`config.mk`:
```
export PLATFORM = sky130hd
export DESIGN_NAME = proj_extender_ctrl
export DESIGN_NICKNAME = d
export VERILOG_FILES = /design/src/rtl/proj_pkg.sv /design/src/rtl/proj_extender.sv /design/src/rtl/proj_sync_fifo.sv /design/src/rtl/proj_extender_ctrl.sv
export SDC_FILE = /design/constraint.sdc
export NUM_CORES = 1
export LEC_CHECK = 0
export ABC_CLOCK_PERIOD_IN_PS = 4550
export CAP_MARGIN = 20
export CORE_ASPECT_RATIO = 1.1
export CORE_UTILIZATION = 45
export DETAILED_ROUTE_END_ITERATION = 8
export PLACE_DENSITY = 0.6
export SLEW_MARGIN = 20
export SYNTH_ARGS = -nofsm -noshare
export SYNTH_HDL_FRONTEND = slang
export SYNTH_SLANG_ARGS = --single-unit
```
`constraint.sdc`:
```
create_clock -name clk -period 4.55 [get_ports clk]
set_input_delay 0.455 -clock clk [delete_from_list [all_inputs] [get_ports clk]]
set_output_delay 0.455 -clock clk [all_outputs]
set_load 0.05 [all_outputs]
```
`src/rtl/proj_pkg.sv`:
```
// Shared types for the extender sequencing controller: FSM states and the
// beat word carried through the output FIFO.
package proj_pkg;

    localparam int EXT_INDICE_LEN = 5;
    localparam int EXT_FRAG_PART  = 2;

    typedef enum logic [1:0] {
        IDLE = 2'd0,
        CLR  = 2'd1,
        RUN  = 2'd2
    } ext_ctrl_state_t;

    typedef struct packed {
        logic [EXT_INDICE_LEN-1:0] index;
        logic [EXT_FRAG_PART-1:0]  gfm;
        logic                      clip;
        logic                      last_part;
        logic                      last;
    } ext_beat_t;

endpackage

```
`src/rtl/proj_extender.sv`:
```
// Free-running kmer extender: walks every fragment slice for each kmer index
// and emits (kmer index - OFFSET, slice) once per cycle; rst_n restarts the walk.
module proj_extender #(
    parameter int KMER_LEN      = 4,
    parameter int FRAG_LEN      = 8,
    parameter int INDICES_COUNT = 3,
    parameter int INDICE_LEN    = 5,
    parameter int FRAG_PART     = 2
) (
    input  logic                                clk,
    input  logic                                rst_n,
    input  logic [FRAG_LEN-1:0]                 fragment,
    input  logic [INDICES_COUNT*INDICE_LEN-1:0] kmer_indices,
    output logic [INDICE_LEN-1:0]               index,
    output logic [FRAG_PART-1:0]                gfm
);
    localparam int PARTS  = FRAG_LEN / FRAG_PART;
    localparam int OFFSET = (FRAG_LEN - KMER_LEN) / 2;
    localparam int PART_W = (PARTS > 1) ? $clog2(PARTS) : 1;
    localparam int KMER_W = (INDICES_COUNT > 1) ? $clog2(INDICES_COUNT) : 1;
    localparam logic [INDICE_LEN-1:0] OFFSET_V = INDICE_LEN'(OFFSET);

    logic [PART_W-1:0]     part_cnt;
    logic [KMER_W-1:0]     kmer_cnt;
    logic [INDICE_LEN-1:0] sel_idx;

    always_ff @(posedge clk or negedge rst_n) begin
        if (!rst_n) begin
            part_cnt <= '0;
            kmer_cnt <= '0;
        end else if (part_cnt == PART_W'(PARTS - 1)) begin
            part_cnt <= '0;
            kmer_cnt <= (kmer_cnt == KMER_W'(INDICES_COUNT - 1)) ? '0 : kmer_cnt + 1'b1;
        end else begin
            part_cnt <= part_cnt + 1'b1;
        end
    end

    // Subtraction wraps modulo 2^INDICE_LEN for indices below OFFSET.
    always_comb begin
        sel_idx = kmer_indices[int'(kmer_cnt)*INDICE_LEN +: INDICE_LEN];
        index   = sel_idx - OFFSET_V;
        gfm     = fragment[int'(part_cnt)*FRAG_PART +: FRAG_PART];
    end

endmodule

```
`src/rtl/proj_sync_fifo.sv`:
```
// Single-clock FIFO with a free-entry count; pops on empty are ignored and a
// push while full is legal only together with a pop.
module proj_sync_fifo #(
    parameter int WIDTH = 10,
    parameter int DEPTH = 16
) (
    input  logic                       clk,
    input  logic                       rst_n,
    input  logic                       push,
    input  logic [WIDTH-1:0]           push_data,
    input  logic                       pop,
    output logic [WIDTH-1:0]           pop_data,
    output logic                       empty,
    output logic [$clog2(DEPTH):0]     free
);
    localparam int AW = $clog2(DEPTH);

    if ((1 << AW) != DEPTH) begin : g_depth_pow2
        $error("proj_sync_fifo: DEPTH must be a power of 2");
    end

    logic [WIDTH-1:0] mem [DEPTH];
    logic [AW-1:0]    wr_ptr;
    logic [AW-1:0]    rd_ptr;
    logic [AW:0]      count;
    logic             full;
    logic             pop_eff;
    logic             push_eff;

    assign empty    = (count == '0);
    assign full     = (count == (AW+1)'(DEPTH));
    assign free     = (AW+1)'(DEPTH) - count;
    assign pop_eff  = pop && !empty;
    assign push_eff = push && (!full || pop_eff);
    assign pop_data = mem[rd_ptr];

    always_ff @(posedge clk) begin
        if (push_eff) begin
            mem[wr_ptr] <= push_data;
        end
    end

    always_ff @(posedge clk or negedge rst_n) begin
        if (!rst_n) begin
            wr_ptr <= '0;
            rd_ptr <= '0;
            count  <= '0;
        end else begin
            if (push_eff) wr_ptr <= wr_ptr + 1'b1;
            if (pop_eff)  rd_ptr <= rd_ptr + 1'b1;
            case ({push_eff, pop_eff})
                2'b10:   count <= count + 1'b1;
                2'b01:   count <= count - 1'b1;
                default: count <= count;
            endcase
        end
    end

    a_no_overflow: assert property (@(posedge clk) disable iff (!rst_n)
        push |-> (!full || pop));

endmodule

```
`src/rtl/proj_extender_ctrl.sv`:
```
// Accepts a job, clears the extender for one cycle, then streams its TOTAL
// beats into an output FIFO sized so that a started job can never stall.
module proj_extender_ctrl
    import proj_pkg::*;
#(
    parameter int KMER_LEN      = 4,
    parameter int FRAG_LEN      = 8,
    parameter int INDICES_COUNT = 3,
    parameter int INDICE_LEN    = 5,
    parameter int FRAG_PART     = 2,
    parameter int FIFO_DEPTH    = 16
) (
    input  logic                                clk,
    input  logic                                rst_n,
    input  logic                                in_valid,
    output logic                                in_ready,
    input  logic [FRAG_LEN-1:0]                 in_fragment,
    input  logic [INDICES_COUNT*INDICE_LEN-1:0] in_kmer_indices,
    output logic                                out_valid,
    input  logic                                out_ready,
    output logic [INDICE_LEN-1:0]               out_index,
    output logic [FRAG_PART-1:0]                out_gfm,
    output logic                                out_clip,
    output logic                                out_last_part,
    output logic                                out_last,
    output logic                                busy,
    output ext_ctrl_state_t                     dbg_state
);
    localparam int PARTS  = FRAG_LEN / FRAG_PART;
    localparam int TOTAL  = INDICES_COUNT * PARTS;
    localparam int OFFSET = (FRAG_LEN - KMER_LEN) / 2;
    localparam int PART_W = (PARTS > 1) ? $clog2(PARTS) : 1;
    localparam int KMER_W = (INDICES_COUNT > 1) ? $clog2(INDICES_COUNT) : 1;
    localparam int BEAT_W = (TOTAL > 1) ? $clog2(TOTAL) : 1;
    localparam int FREE_W = $clog2(FIFO_DEPTH) + 1;
    localparam logic [INDICE_LEN-1:0] OFFSET_V = INDICE_LEN'(OFFSET);

    if (FIFO_DEPTH < TOTAL) begin : g_depth_chk
        $error("proj_extender_ctrl: FIFO_DEPTH must hold a whole job");
    end
    if (INDICE_LEN != EXT_INDICE_LEN || FRAG_PART != EXT_FRAG_PART) begin : g_beat_chk
        $error("proj_extender_ctrl: ext_beat_t field widths do not match parameters");
    end

    ext_ctrl_state_t state, state_next;

    logic [FRAG_LEN-1:0]                 job_frag;
    logic [INDICES_COUNT*INDICE_LEN-1:0] job_idx;
    logic [BEAT_W-1:0]                   beat_cnt;
    logic [KMER_W-1:0]                   kmer_cnt;
    logic [PART_W-1:0]                   part_cnt;
    logic [INDICE_LEN-1:0]               job_kmer_idx;
    logic                                ext_rst_n;
    logic [INDICE_LEN-1:0]               ext_index;
    logic [FRAG_PART-1:0]                ext_gfm;
    logic                                accept;
    logic                                fifo_push;
    logic                                fifo_empty;
    logic [FREE_W-1:0]                   fifo_free;
    ext_beat_t                           push_beat;
    ext_beat_t                           pop_beat;
    ext_beat_t                           out_beat;

    // Handshakes: a job transfers on the cycle in_valid && in_ready are both
    // high; a beat transfers when out_valid && out_ready. in_ready only rises
    // in IDLE when the FIFO has room for every beat of a full job.
    assign in_ready  = (state == IDLE) && (fifo_free >= FREE_W'(TOTAL));
    assign accept    = in_valid && in_ready;
    assign busy      = (state != IDLE);
    assign dbg_state = state;
    assign ext_rst_n = rst_n & (state != CLR);
    assign fifo_push = (state == RUN);

    always_ff @(posedge clk or negedge rst_n) begin
        if (!rst_n) state <= IDLE;
        else        state <= state_next;
    end

    always_comb begin
        state_next = state;
        case (state)
            IDLE:    if (accept) state_next = CLR;
            CLR:     state_next = RUN;
            RUN:     if (beat_cnt == BEAT_W'(TOTAL - 1)) state_next = IDLE;
            default: state_next = IDLE;
        endcase
    end

    always_ff @(posedge clk or negedge rst_n) begin
        if (!rst_n) begin
            job_frag <= '0;
            job_idx  <= '0;
            beat_cnt <= '0;
            kmer_cnt <= '0;
            part_cnt <= '0;
        end else begin
            if (accept) begin
                job_frag <= in_fragment;
                job_idx  <= in_kmer_indices;
            end
            if (state == CLR) begin
                beat_cnt <= '0;
                kmer_cnt <= '0;
                part_cnt <= '0;
            end else if (state == RUN) begin
                beat_cnt <= beat_cnt + 1'b1;
                if (part_cnt == PART_W'(PARTS - 1)) begin
                    part_cnt <= '0;
                    kmer_cnt <= kmer_cnt + 1'b1;
                end else begin
                    part_cnt <= part_cnt + 1'b1;
                end
            end
        end
    end

    proj_extender #(
        .KMER_LEN      (KMER_LEN),
        .FRAG_LEN      (FRAG_LEN),
        .INDICES_COUNT (INDICES_COUNT),
        .INDICE_LEN    (INDICE_LEN),
        .FRAG_PART     (FRAG_PART)
    ) u_extender (
        .clk          (clk),
        .rst_n        (ext_rst_n),
        .fragment     (job_frag),
        .kmer_indices (job_idx),
        .index        (ext_index),
        .gfm          (ext_gfm)
    );

    // Clip is derived from the controller's own kmer counter, which tracks the
    // extender's selection because both restart on the CLR cycle.
    always_comb begin
        job_kmer_idx        = job_idx[int'(kmer_cnt)*INDICE_LEN +: INDICE_LEN];
        push_beat.index     = ext_index;
        push_beat.gfm       = ext_gfm;
        push_beat.clip      = (job_kmer_idx < OFFSET_V);
        push_beat.last_part = (part_cnt == PART_W'(PARTS - 1));
        push_beat.last      = (beat_cnt == BEAT_W'(TOTAL - 1));
    end

    proj_sync_fifo #(
        .WIDTH ($bits(ext_beat_t)),
        .DEPTH (FIFO_DEPTH)
    ) u_fifo (
        .clk       (clk),
        .rst_n     (rst_n),
        .push      (fifo_push),
        .push_data (push_beat),
        .pop       (out_ready),
        .pop_data  (pop_beat),
        .empty     (fifo_empty),
        .free      (fifo_free)
    );

    assign out_valid     = !fifo_empty;
    assign out_beat      = fifo_empty ? '0 : pop_beat;
    assign out_index     = out_beat.index;
    assign out_gfm       = out_beat.gfm;
    assign out_clip      = out_beat.clip;
    assign out_last_part = out_beat.last_part;
    assign out_last      = out_beat.last;

endmodule

```
Word-level counts from Yosys, hierarchy flattened --
Memory sizes are Yosys's and may differ from the RTL's. Index checks and enable logic that the tools add are counted.
Storage, ports and cells: bits of input ports 27, register bits after elaboration 50, RAM bits 160, memories 1, logic and storage cells 75
Memories:
- u_fifo.mem | depth 16, width 10, rd ports 1, clocked after Yosys merged registers in 0, write ports 1, line proj_sync_fifo.sv:22 | logic [WIDTH-1:0] mem [DEPTH];
Cells by class: magnitude comparators 2, $add $sub $neg 11, reductions and logical operators 15, shift operators 3, muxes and demuxes 17, equality and inequality tests 12, bitwise operators 1, multipliers 2
Operators with widths (count):
- $shiftx 15x32->5 | 1
- $mux 2 | 10
- $shiftx 15x6->5 | 1
- $add 4x1->4 const B | 3
- $eq 2x2->1 const B | 5
- $mul 2x3->5 const B | 2
- $mux 10 | 1
- $pmux 5 s2 | 1
- $add 2x1->2 const B | 4
- $mux 4 | 2
- $reduce_bool 2->1 | 4
- $shiftx 8x4->2 | 1
- $pmux 2 s3 | 1
- $add 5x1->5 const B | 1
- $eq 5x5->1 const B | 1
- $ge 5x4->1 const B | 1
- $logic_not 5->1 | 1
- $lt 5x2->1 const B | 1
- $sub 5x1->5 const B | 1
- $sub 5x2->5 const B | 1
- $sub 5x5->5 const A | 1
- $eq 2x1->1 const B | 2
- $eq 4x4->1 const B | 1
- $logic_and 1x1->1 | 4
- other kinds (8) | 12

Depth between registers and ports, before layout --
Gate-level depths: netlist of the first run.
depth in word-level cells 7, depth in mapped cells 16

By module --
A second synthesis of the first run with hierarchy kept.
Unflattened totals: cells, all modules 504, area total of the unflattened synthesis 8863.5 um2
By module, submodules not included:
- proj_sync_fifo | times used 1, area an instance 6926.6 um2, sequential area each 5129.9 um2, cells an instance 345
- proj_extender_ctrl | times used 1, area an instance 1572.8 um2, sequential area each 825.8 um2, cells an instance 125
- proj_extender | times used 1, area an instance 364.1 um2, sequential area each 100.1 um2, cells an instance 34

Worst setup path before layout of the first run --
Ideal clock, no wire load.
path type reg2reg, from register u_fifo.count[1], to register u_fifo.count[4], setup time 0.105 ns, setup slack 1.327 ns, cell stages (with the launch flop) 17, arrival time 3.118 ns, required time 4.445 ns, cells stage by stage dfrtp_1 > buf_6 > nor4_1 > ha_1 > nor2b_1 > clkbuf_1 > o21a_1 > buf_2 > inv_1 > ha_1 > clkbuf_1 > xor2_1 > ha_1 > o211a_1 > o21ai_0 > o41ai_1 > nor4b_1
Between the ends: word-level cells in the longest chain between the ends 7, elaborated cells on any way between the ends 13, classes of those cells add/sub (2); eq/ne (3); mux (1); reduce/logical (7)
RTL lines:
- start: declaration | line proj_sync_fifo.sv:25 | logic [AW:0] count;
- start signal: assignment | line proj_sync_fifo.sv:52 | 2'b10: count <= count + 1'b1;
- start signal: assignment | line proj_sync_fifo.sv:53 | 2'b01: count <= count - 1'b1;
- start signal: assignment | line proj_sync_fifo.sv:54 | default: count <= count;
- $logic_not 5->1 * | line proj_sync_fifo.sv:30 | assign empty = (count == '0);
- $logic_not 1->1 * | line proj_sync_fifo.sv:33 | assign pop_eff = pop && !empty;
- $logic_and 1x1->1 * | line proj_sync_fifo.sv:33
- net u_fifo.pop_eff | line proj_sync_fifo.sv:27 | logic pop_eff;
- $logic_or 1x1->1 | line proj_sync_fifo.sv:34 | assign push_eff = push && (!full || pop_eff);
- $logic_and 1x1->1 | line proj_sync_fifo.sv:34
- $eq 2x1->1 or $eq 2x2->1 (tied branches) | line proj_sync_fifo.sv:51 | case ({push_eff, pop_eff})
- $pmux 5 s2 or $reduce_bool 2->1 (tied branches)
Mark *: on every way through the listed nets, which the timed path passes. The rest lies on a longest branch. A chain may end at the register's enable or synchronous reset.

Final worst setup path of the first run --
from register u_fifo.count[1], to output out_last_part
Between the ends: word-level cells in the longest chain between the ends 2
RTL lines:
- $logic_not 5->1 | line proj_sync_fifo.sv:30
- $mux 10 | line proj_extender_ctrl.sv:158 | assign out_beat = fifo_empty ? '0 : pop_beat;
- end: declaration | line proj_extender_ctrl.sv:24 | output logic out_last_part,
Every way passes these cells.

==> impl_metrics.json, run 1 <==
{
  "r2r-start": "u_fifo.count[1]$_DFFE_PN0P_",
  "p_total_uw": 7580,
  "grt_pass1_vias": 5157,
  "start_kind": "flop",
  "tightest_slew_ns": 0.867,
  "grt.overflow.total": 0,
  "ant_nets": 0,
  "die_w_um": 137,
  "cts_tree": "built",
  "cellLeakagePower_uw": 0.00383,
  "fin_crit_sh_pct": 86.2,
  "die_h_um": 151,
  "cts_sinks": 210,
  "finalSetupViolCount": 0,
  "hold_violations": 0,
  "grt_start_max_net_pins": 48,
  "utilization_pct": 53.1,
  "syn_avg_cell_area_um2": 16.2,
  "drcViolationCount": 0,
  "synth_cells": 558,
  "syn_area_mm2": 0.00907,
  "path_class": "reg -> out",
  "switching_share_pct": 35.4,
  "combPwrFrac_pct": 37.7,
  "cp.required_ns": 4.09,
  "drive_above_1_share_pct": 18.9,
  "cts-buffers-inserted": 22,
  "area_growth_syn_to_layout_pct": 16.0,
  "hold_buffers": 0,
  "holdCritPathClass": "in -> async",
  "ys_seq_elements": 210,
  "pwr-share-seq_pct": 39.0,
  "powerDensity_mw_per_mm2": 721,
  "startpoint": "u_fifo.count[1]$_DFFE_PN0P_",
  "slew_headroom_pct": 42.2,
  "fin_cells": 887,
  "design.die.area_mm2": 0.0207,
  "p_sw_uw": 2680,
  "syn_nets": 603,
  "place.gp.congestion": 0.736,
  "cts_resized": 0,
  "yosys_warnings": 0,
  "initial_core_util_pct": 45.8,
  "clockBufferDepth": 3,
  "synth.distinct_cells": 49,
  "pwr-share-clk_pct": 23.3,
  "avgViaCountPerCell": 5.61,
  "grtUsageTotal_pct": 18.5,
  "fin_setup_tns_ns": 0,
  "port-buffer-count": 41,
  "insertion_delay_ns": 0.49,
  "htree_levels": 1,
  "ir_drop_mv": 0.605,
  "io_pins": 42,
  "critPathArrivalTime_ns": 3.47,
  "mostFrequentLayoutCell": "edfxtp_1",
  "fin_nets": 664,
  "wl_per_cell_um": 20.5,
  "rsz0062_at_grt": "no",
  "cp_max_fo": 10,
  "row_count": 54,
  "synth_edf_count": 160,
  "period_needed_ns": 3.92,
  "finalMaxSlewViolations": 0,
  "dp_hpwl_um": 12000,
  "drt_iter0_markers": 375,
  "clk_pin_slew_ns": 0.06,
  "final_cell_mix": "edfxtp_1 (160), dfrtp_1 (49), mux2i_1 (40), clkdlybuf4s50_1 (40), mux4_2 (28)",
  "skew_ns": 0.0137,
  "endpoint_kind": "output port",
  "dr_total_vias": 4977,
  "firstDrtPassIters": 4,
  "coreArea_mm2": 0.0198,
  "post_cts_buffers": 0,
  "p_int_uw": 4900,
  "fmax_mhz": 255,
  "whs_ns": 0.0550,
  "grt_pass1_wl_um": 28500,
  "max-cap-violations": 0,
  "ys_seq_area_share_pct": 66.8,
  "diodes": 0,
  "root_buffer": "clkbuf_16",
  "wirelength_um": 18200,
  "ys_async_sr_fraction_pct": 23.8,
  "antenna_found_initial": 0,
  "synth_ff_type": "edfxtp_1",
  "status": "completed",
  "place_inst": 847
}
==> metrics by stage <==
step / worst slack (ns) / area (um2)
2_1_floorplan: 1.33 / 9070
6_report: 0.629 / 10500
4_1_cts: 0.596 / 10500
3_5_place_dp: 0.832 / 9780
3_3_place_gp: 1.06 / 9780
5_1_grt: 0.445 / 10500
==> critical path: stages (launching register included) <==
cell             delay (ns)
dfrtp_1                0.49
nor4_1                 0.41
ha_1                   0.38
or2_2                  0.32
a21oi_1                0.09
a22o_1                 0.26
a221o_1                0.31
clkdlybuf4s50_1        0.71
==> metal layers <==
layer	global-route usage, %	wire length, um	vias to the layer above
met2	31.8	9300	117
met3	3.01	745	25
met4	5.11	369	0
met5	0	0	-
li1	-	-	2267
met1	24.2	7780	2568
==> registers in the layout, summed over array words and instances, names as in the netlist, 4 cells and up <==
name and count:
u_fifo.mem 160, job_idx 15, job_frag 8, u_fifo.count 5, beat_cnt 4, u_fifo.rd_ptr 4
u_fifo.wr_ptr 4
==> power by group through the flow <==
stage	combinational, uW	clock, uW	sequential, uW
6_report	2860	1770	2960
5_1_grt	3100	1880	3010
4_1_cts	2890	1810	2970
3_5_place_dp	2880	0	3000
3_3_place_gp	2800	0	2980
2_1_floorplan	2270	0	2820
==> worst paths after layout <==
check / to / slack [ns] / cells past startpoint
max: out_last_part / 0.63 / 7
min: job_idx[12]$_DFFE_PN0P_ / 0.05 / 2
max reg2reg: u_fifo.count[4]$_DFFE_PN0P_ / 0.83 / 12
min reg2reg: part_cnt[0]$_DFFE_PN0P_ / 0.50 / 1
max in group asynchronous: u_extender.part_cnt[0]$_DFF_PN0_ / 3.63 / 3
min in group clk: part_cnt[0]$_DFFE_PN0P_ / 0.50 / 1
==> area by class of cell <==
class                      count  area, um2
clock buffer                  29        608
clock inverter                11        110
fill                        1604       9280
inverter                      24       90.1
multi-input combinational    295       2740
sequential                   210       6060
tap                          252        315
timing repair buffer          66        593
==> synth_stat cells (6+ instances only) <==
| cell type | n | share of area, % |
|---|---|---|
| nor2b_1 | 8 | 0.55 |
| mux2_2 | 7 | 0.87 |
| ha_1 | 18 | 2.5 |
| mux2i_1 | 40 | 4.4 |
| clkbuf_1 | 10 | 0.41 |
| xnor2_1 | 7 | 0.68 |
| nor3_1 | 8 | 0.44 |
| buf_2 | 6 | 0.33 |
| nand3_1 | 8 | 0.44 |
| edfxtp_1 | 160 | 53 |
| mux2_4 | 20 | 3.3 |
| nand2_1 | 17 | 0.70 |
| o21ai_0 | 22 | 1.2 |
| inv_1 | 24 | 0.99 |
| mux4_2 | 28 | 7.0 |
| dfrtp_1 | 50 | 14 |
| a21oi_1 | 20 | 1.1 |
| nor2_1 | 19 | 0.79 |
| o22ai_1 | 11 | 0.76 |
| nand2b_1 | 8 | 0.55 |
==> kinds of logic (layout without fill, tap and decap cells) <==
logic type | count (synthesis) | after routing | synth area share, %
DFF | 210 | 210 | 66.8
muxes | 95 | 95 | 15.6
and+or+nand+nor | 89 | 89 | 5.13
AOI/OAI and AO/OA | 81 | 81 | 5.74
buffers and inverters | 53 | 130 | 3.13
adders and majority gates | 18 | 18 | 2.48
xor gates and xnor gates | 12 | 12 | 1.16
Note: power is estimated with default switching activity, not from simulation.
==> run 2, diff against run 1 <==
CORE_MARGIN = 2   (was not set)
DONT_BUFFER_PORTS = 1   (was not set)
PLACE_DENSITY = 0.58   (was 0.6)
==> run 2 against run 1 <==
Compared with the run above: final cell count shrank 4.5%; sequential share of layout area rose by 2.0 points; power fell by 0.54%; cell area decreased by 3.3%; setup slack gained 0.44 ns; combinational power fell by 4%; core utilization decreased by 1.8 points; via count is 3.9% lower; first-iteration DRC count decreased by 25%; maximum frequency rose by 13%; sequential power barely moved; largest cell class unchanged; largest power group unchanged; highest routed layer is now met5.
==> impl_metrics.json, run 2 (synthesis results as in run 1) <==
{
  "die_w_um": 139,
  "fin_setup_tns_ns": 0,
  "cts_resized": 0,
  "grt_start_max_net_pins": 48,
  "tightest_slew_ns": 1.03,
  "dr_total_vias": 4785,
  "die_h_um": 153,
  "drive_above_1_share_pct": 20.8,
  "rsz0062_at_grt": "no",
  "status": "completed",
  "start_kind": "flop",
  "reg2reg_depth": 12,
  "cts_sinks": 210,
  "fmax_mhz": 287,
  "cts_tree": "built",
  "grt_pass1_vias": 5105,
  "hold_violations": 0,
  "clockBufferDepth": 3,
  "clk_pin_slew_ns": 0.06,
  "reg_top3": "u_fifo.mem: 160 flops, job_idx: 15 flops, job_frag: 8 flops",
  "fin_nets": 624,
  "cp.required_ns": 4.95,
  "root_buffer": "clkbuf_16",
  "critPathArrivalTime_ns": 3.88,
  "design.die.area_mm2": 0.0213,
  "cellLeakagePower_uw": 0.00371,
  "drt_iter0_markers": 283,
  "period_needed_ns": 3.48,
  "finalMaxSlewViolations": 0,
  "setup_slack_ns": 1.07,
  "largest_reg_flops": 160,
  "fin_crit_sh_pct": 76.5,
  "ir_drop_mv": 0.570,
  "firstDrtPassIters": 4,
  "top_register": "u_fifo.mem",
  "antenna_found_initial": 1,
  "grt.overflow.total": 0,
  "avgViaCountPerCell": 5.65,
  "area_growth_syn_to_layout_pct": 12.1,
  "slew_headroom_pct": 31.3,
  "hold_path_depth": 1,
  "path_class": "reg -> reg",
  "holdCritPathClass": "in -> reg",
  "htree_levels": 1,
  "port-buffer-count": 0,
  "p_total_uw": 7540,
  "io_pins": 42,
  "row_count": 54,
  "wirelength_um": 18400,
  "max-cap-violations": 0,
  "dp_hpwl_um": 11900,
  "cts-buffers-inserted": 22,
  "cp_max_fo": 10,
  "final_cell_mix": "edfxtp_1 (160), dfrtp_1 (49), mux2i_1 (40)",
  "place.gp.congestion": 0.760,
  "drcViolationCount": 0,
  "finalSetupViolCount": 0,
  "initial_core_util_pct": 45.8,
  "powerDensity_mw_per_mm2": 742,
  "grt_pass1_wl_um": 29100,
  "coreArea_mm2": 0.0198,
  "skew_ns": 0.0125,
  "mostFrequentLayoutCell": "edfxtp_1",
  "grtUsageTotal_pct": 17.6,
  "dp_worst_setup_slack_ns": 1.05,
  "wl_per_cell_um": 21.7,
  "ant_nets": 0,
  "insertion_delay_ns": 0.50,
  "diodes": 0,
  "endpoint_kind": "flop"
}
-- run 2: cell count changes in the layout (fill, tap and decap cells not counted), moves of 3 or more --
cell | previous run | this run
clkinv_2 | 0 | 6
clkinvlp_4 | 3 | 0
clkinv_1 | 5 | 2
clkdlybuf4s50_1 | 40 | 0
-- run 2: timing repair --
| item | in CTS | in global routing |
|---|---|---|
| endpoints found under the hold margin | 50 | 0 |
| hold buffers | 2 | 0 |
| buffers inserted | 0 | 0 |
-- run 2: final timing paths --
kind	from	endpoint	slack (ns)
min in group asynchronous	rst_n	job_idx[12]$_DFFE_PN0P_	0.45
max in group asynchronous	dbg_state[1]$_DFFE_PN0P_	u_extender.part_cnt[0]$_DFF_PN0_	3.23
min reg2reg	part_cnt[0]$_DFFE_PN0P_	part_cnt[0]$_DFFE_PN0P_	0.50
max reg2reg	u_fifo.count[2]$_DFFE_PN0P_	u_fifo.count[4]$_DFFE_PN0P_	1.07
max	u_fifo.count[2]$_DFFE_PN0P_	u_fifo.count[4]$_DFFE_PN0P_	1.07
min	in_kmer_indices[2]	job_idx[2]$_DFFE_PN0P_	0.1
-- run 2: metrics by stage --
step / hold slack [ns] / instances / instance area [um2] / utilization, %
after detailed placement: 0.161 / 804 / 9360 / 47.3
after global placement: 0.161 / 804 / 9360 / 47.3
after floorplan: 0.159 / 558 / 9070 / -
final: 0.0970 / 847 / 10200 / 51.3
after CTS: 0.0769 / 846 / 10100 / 51.2
after global routing: 0.0730 / 847 / 10200 / 51.3
-- run 2: where the power goes --
part	total, uW	switching, uW	internal (uW)
clock network	1830	714	1110
logic	2740	1670	1080
registers	2970	340	2630
total	7540	2720	4820
-- run 2: cell type report --
class,instances,area [um2]
fill,1633,9630
sequential,210,6060
multi-input combinational,295,2740
clock buffer,28,604
tap,252,315
timing repair buffer,26,218
clock inverter,12,136
inverter,24,90.1
-- run 2: per-layer routing --
layer | vias to the layer above | part of all wire (%) | GRT usage (%)
met5 | - | 0.071 | 0
met4 | 2 | 1.8 | 4.38
met3 | 29 | 4.5 | 2.94
met2 | 100 | 50 | 29.7
met1 | 2462 | 44 | 24.0
li1 | 2192 | - | -
-- run 2: worst max-delay path, cell delays in order (launching register included) --
cell and delay (ns):
dfrtp_1 0.54, nor4_1 0.13, ha_1 0.26, nor2b_1 0.46
o21a_1 0.34, inv_1 0.10, ha_1 0.34, xor2_1 0.20
ha_1 0.23, nor2b_1 0.13, o21ai_0 0.25, a21oi_1 0.11
nor4b_1 0.27
==> run 3, diff against run 2 <==
ABC_CLOCK_PERIOD_IN_PS = 2800   (was 4550)
PLACE_DENSITY = 0.6   (was 0.58)
clock period = 2.8 ns   (was 4.55 ns; I/O delays follow)
==> run 3 against run 2 <==
Compared with the run above: sequential share of layout area fell by 2.8 points; clock power rose by 49%; clock skew rose by 0.00068 ns; sequential cell count did not move; critical path depth fell by 5; routed wire length rose by 2.7%; count of clock-buffer cells in the layout fell by 2; via count rose by 4.5%; sequential power rose by 57%; largest cell class unchanged; largest power group is now combinational cells.
==> impl_metrics.json, run 3 (synthesis results as in run 1) <==
{
  "place_inst": 817,
  "powerDensity_mw_per_mm2": 1170,
  "port-buffer-count": 0,
  "grt_pass1_vias": 5050,
  "fin_crit_sh_pct": 99.8,
  "dp_hpwl_um": 12100,
  "slew_headroom_pct": 30.2,
  "htree_levels": 1,
  "cp_max_fo": 5,
  "coreArea_mm2": 0.0198,
  "initial_core_util_pct": 45.8,
  "crit_chain": "nor4_4 -> ha_2 -> buf_6 -> or2_4 -> a21oi_2 -> a22o_1 -> a221o_2",
  "reg_top3": "u_fifo.mem: 160 flops, job_idx: 15 flops, job_frag: 8 flops",
  "top_register": "u_fifo.mem",
  "tightest_slew_ns": 1.04,
  "grt_start_max_net_pins": 48,
  "finalMaxSlewViolations": 0,
  "path_class": "reg -> out",
  "area_growth_syn_to_layout_pct": 17.7,
  "critPathArrivalTime_ns": 2.51,
  "fin_nets": 674,
  "path_buf_inv": 1,
  "drcViolationCount": 0,
  "status": "completed",
  "hold_violations": 0,
  "whs_ns": 0.114,
  "holdCritPathClass": "in -> reg",
  "clockBufferDepth": 3,
  "grtUsageTotal_pct": 17.6,
  "fmax_mhz": 358,
  "cts_tree": "built",
  "ant_nets": 0,
  "drt_iter0_markers": 322,
  "grt.overflow.total": 0,
  "grt_pass1_wl_um": 29100,
  "cp.required_ns": 2.52,
  "max-cap-violations": 0,
  "path_delay_family": "compound AO/OA/AOI/OAI gates",
  "wirelength_um": 18800,
  "place.gp.congestion": 0.762,
  "p_total_uw": 12500,
  "cellLeakagePower_uw": 0.00391,
  "row_count": 54,
  "cts-buffers-inserted": 21,
  "avgViaCountPerCell": 5.58,
  "rsz0062_at_grt": "yes",
  "cpPeakStageDelay_ns": 0.49,
  "fin_cells": 896,
  "die_h_um": 153,
  "final_cell_mix": "edfxtp_1 (160), dfrtp_1 (47), buf_4 (45)",
  "mostFrequentLayoutCell": "edfxtp_1",
  "fin_setup_tns_ns": 0,
  "start_kind": "flop",
  "finalSetupViolCount": 0,
  "cts_sinks": 210,
  "io_pins": 42,
  "largest_reg_flops": 160,
  "period_needed_ns": 2.79,
  "design.die.area_mm2": 0.0213,
  "ir_drop_mv": 0.812,
  "dr_total_vias": 5000,
  "clk_pin_slew_ns": 0.06,
  "firstDrtPassIters": 4,
  "antenna_found_initial": 1,
  "skew_ns": 0.0132,
  "drive_above_1_share_pct": 25.8,
  "wl_per_cell_um": 21.0,
  "root_buffer": "clkbuf_16",
  "die_w_um": 139,
  "cp_slowest_cell": "a221o_2",
  "insertion_delay_ns": 0.50,
  "endpoint_kind": "output port",
  "utilization_pct": 53.9
}
run 3: power breakdown:
group / internal, uW / switching (uW)
Sequential: 4280 / 380
Combinational: 2080 / 2990
Clock: 1620 / 1100
run 3: timing repair:
item / in CTS / in global routing
buffers inserted: 2 / 11
hold endpoints to repair: 74 / 0
pin swaps: 3 / 15
endpoints found under the setup margin: 11 / 10
gates cloned: 0 / 1
gates resized for setup: 10 / 13
hold buffers: 26 / 0
run 3: final cells by class:
type	instances	area, um2
clock buffers	26	566
repair inverters	1	5.00
diodes	1	2.50
repair buffers	76	702
flip-flops and latches	210	6060
inverters	24	93.8
multi-input cells	295	2820
well taps	252	315
clock inverters	11	104
fillers	1564	9130
run 3: worst paths after layout:
| check | startpoint | endpoint | slack, ns | depth (start not counted) |
|---|---|---|---|---|
| worst max-delay path | u_fifo.count[1]$_DFFE_PN0P_ | out_clip | 0.007 | 7 |
| worst min register to register | part_cnt[0]$_DFFE_PN0P_ | part_cnt[0]$_DFFE_PN0P_ | 0.49 | 1 |
| worst max register to register | u_fifo.count[1]$_DFFE_PN0P_ | u_fifo.count[4]$_DFFE_PN0P_ | 0.19 | 12 |
| worst min-delay path | in_valid | dbg_state[1]$_DFFE_PN0P_ | 0.11 | 2 |
| max in group asynchronous | dbg_state[1]$_DFFE_PN0P_ | u_extender.part_cnt[0]$_DFF_PN0_ | 1.68 | 4 |
| min in group asynchronous | rst_n | job_frag[7]$_DFFE_PN0P_ | 0.29 | 2 |
run 3: routing by layer:
metal	up-vias	share of wire, %	track usage, %
met5	-	0	0
met4	0	2.0	4.43
met1	2554	43	23.8
met2	120	51	30.3
met3	30	4.9	2.60
li1	2296	-	-
run 3: through the flow:
stage / cell area [um2] / setup slack [ns]
floorplan: 9110 / 0.00708
global placement: 9510 / 0.0541
detailed placement: 9510 / -0.0419
CTS: 10500 / 0.00212
global route: 10700 / -0.0996
finish: 10700 / 0.00655
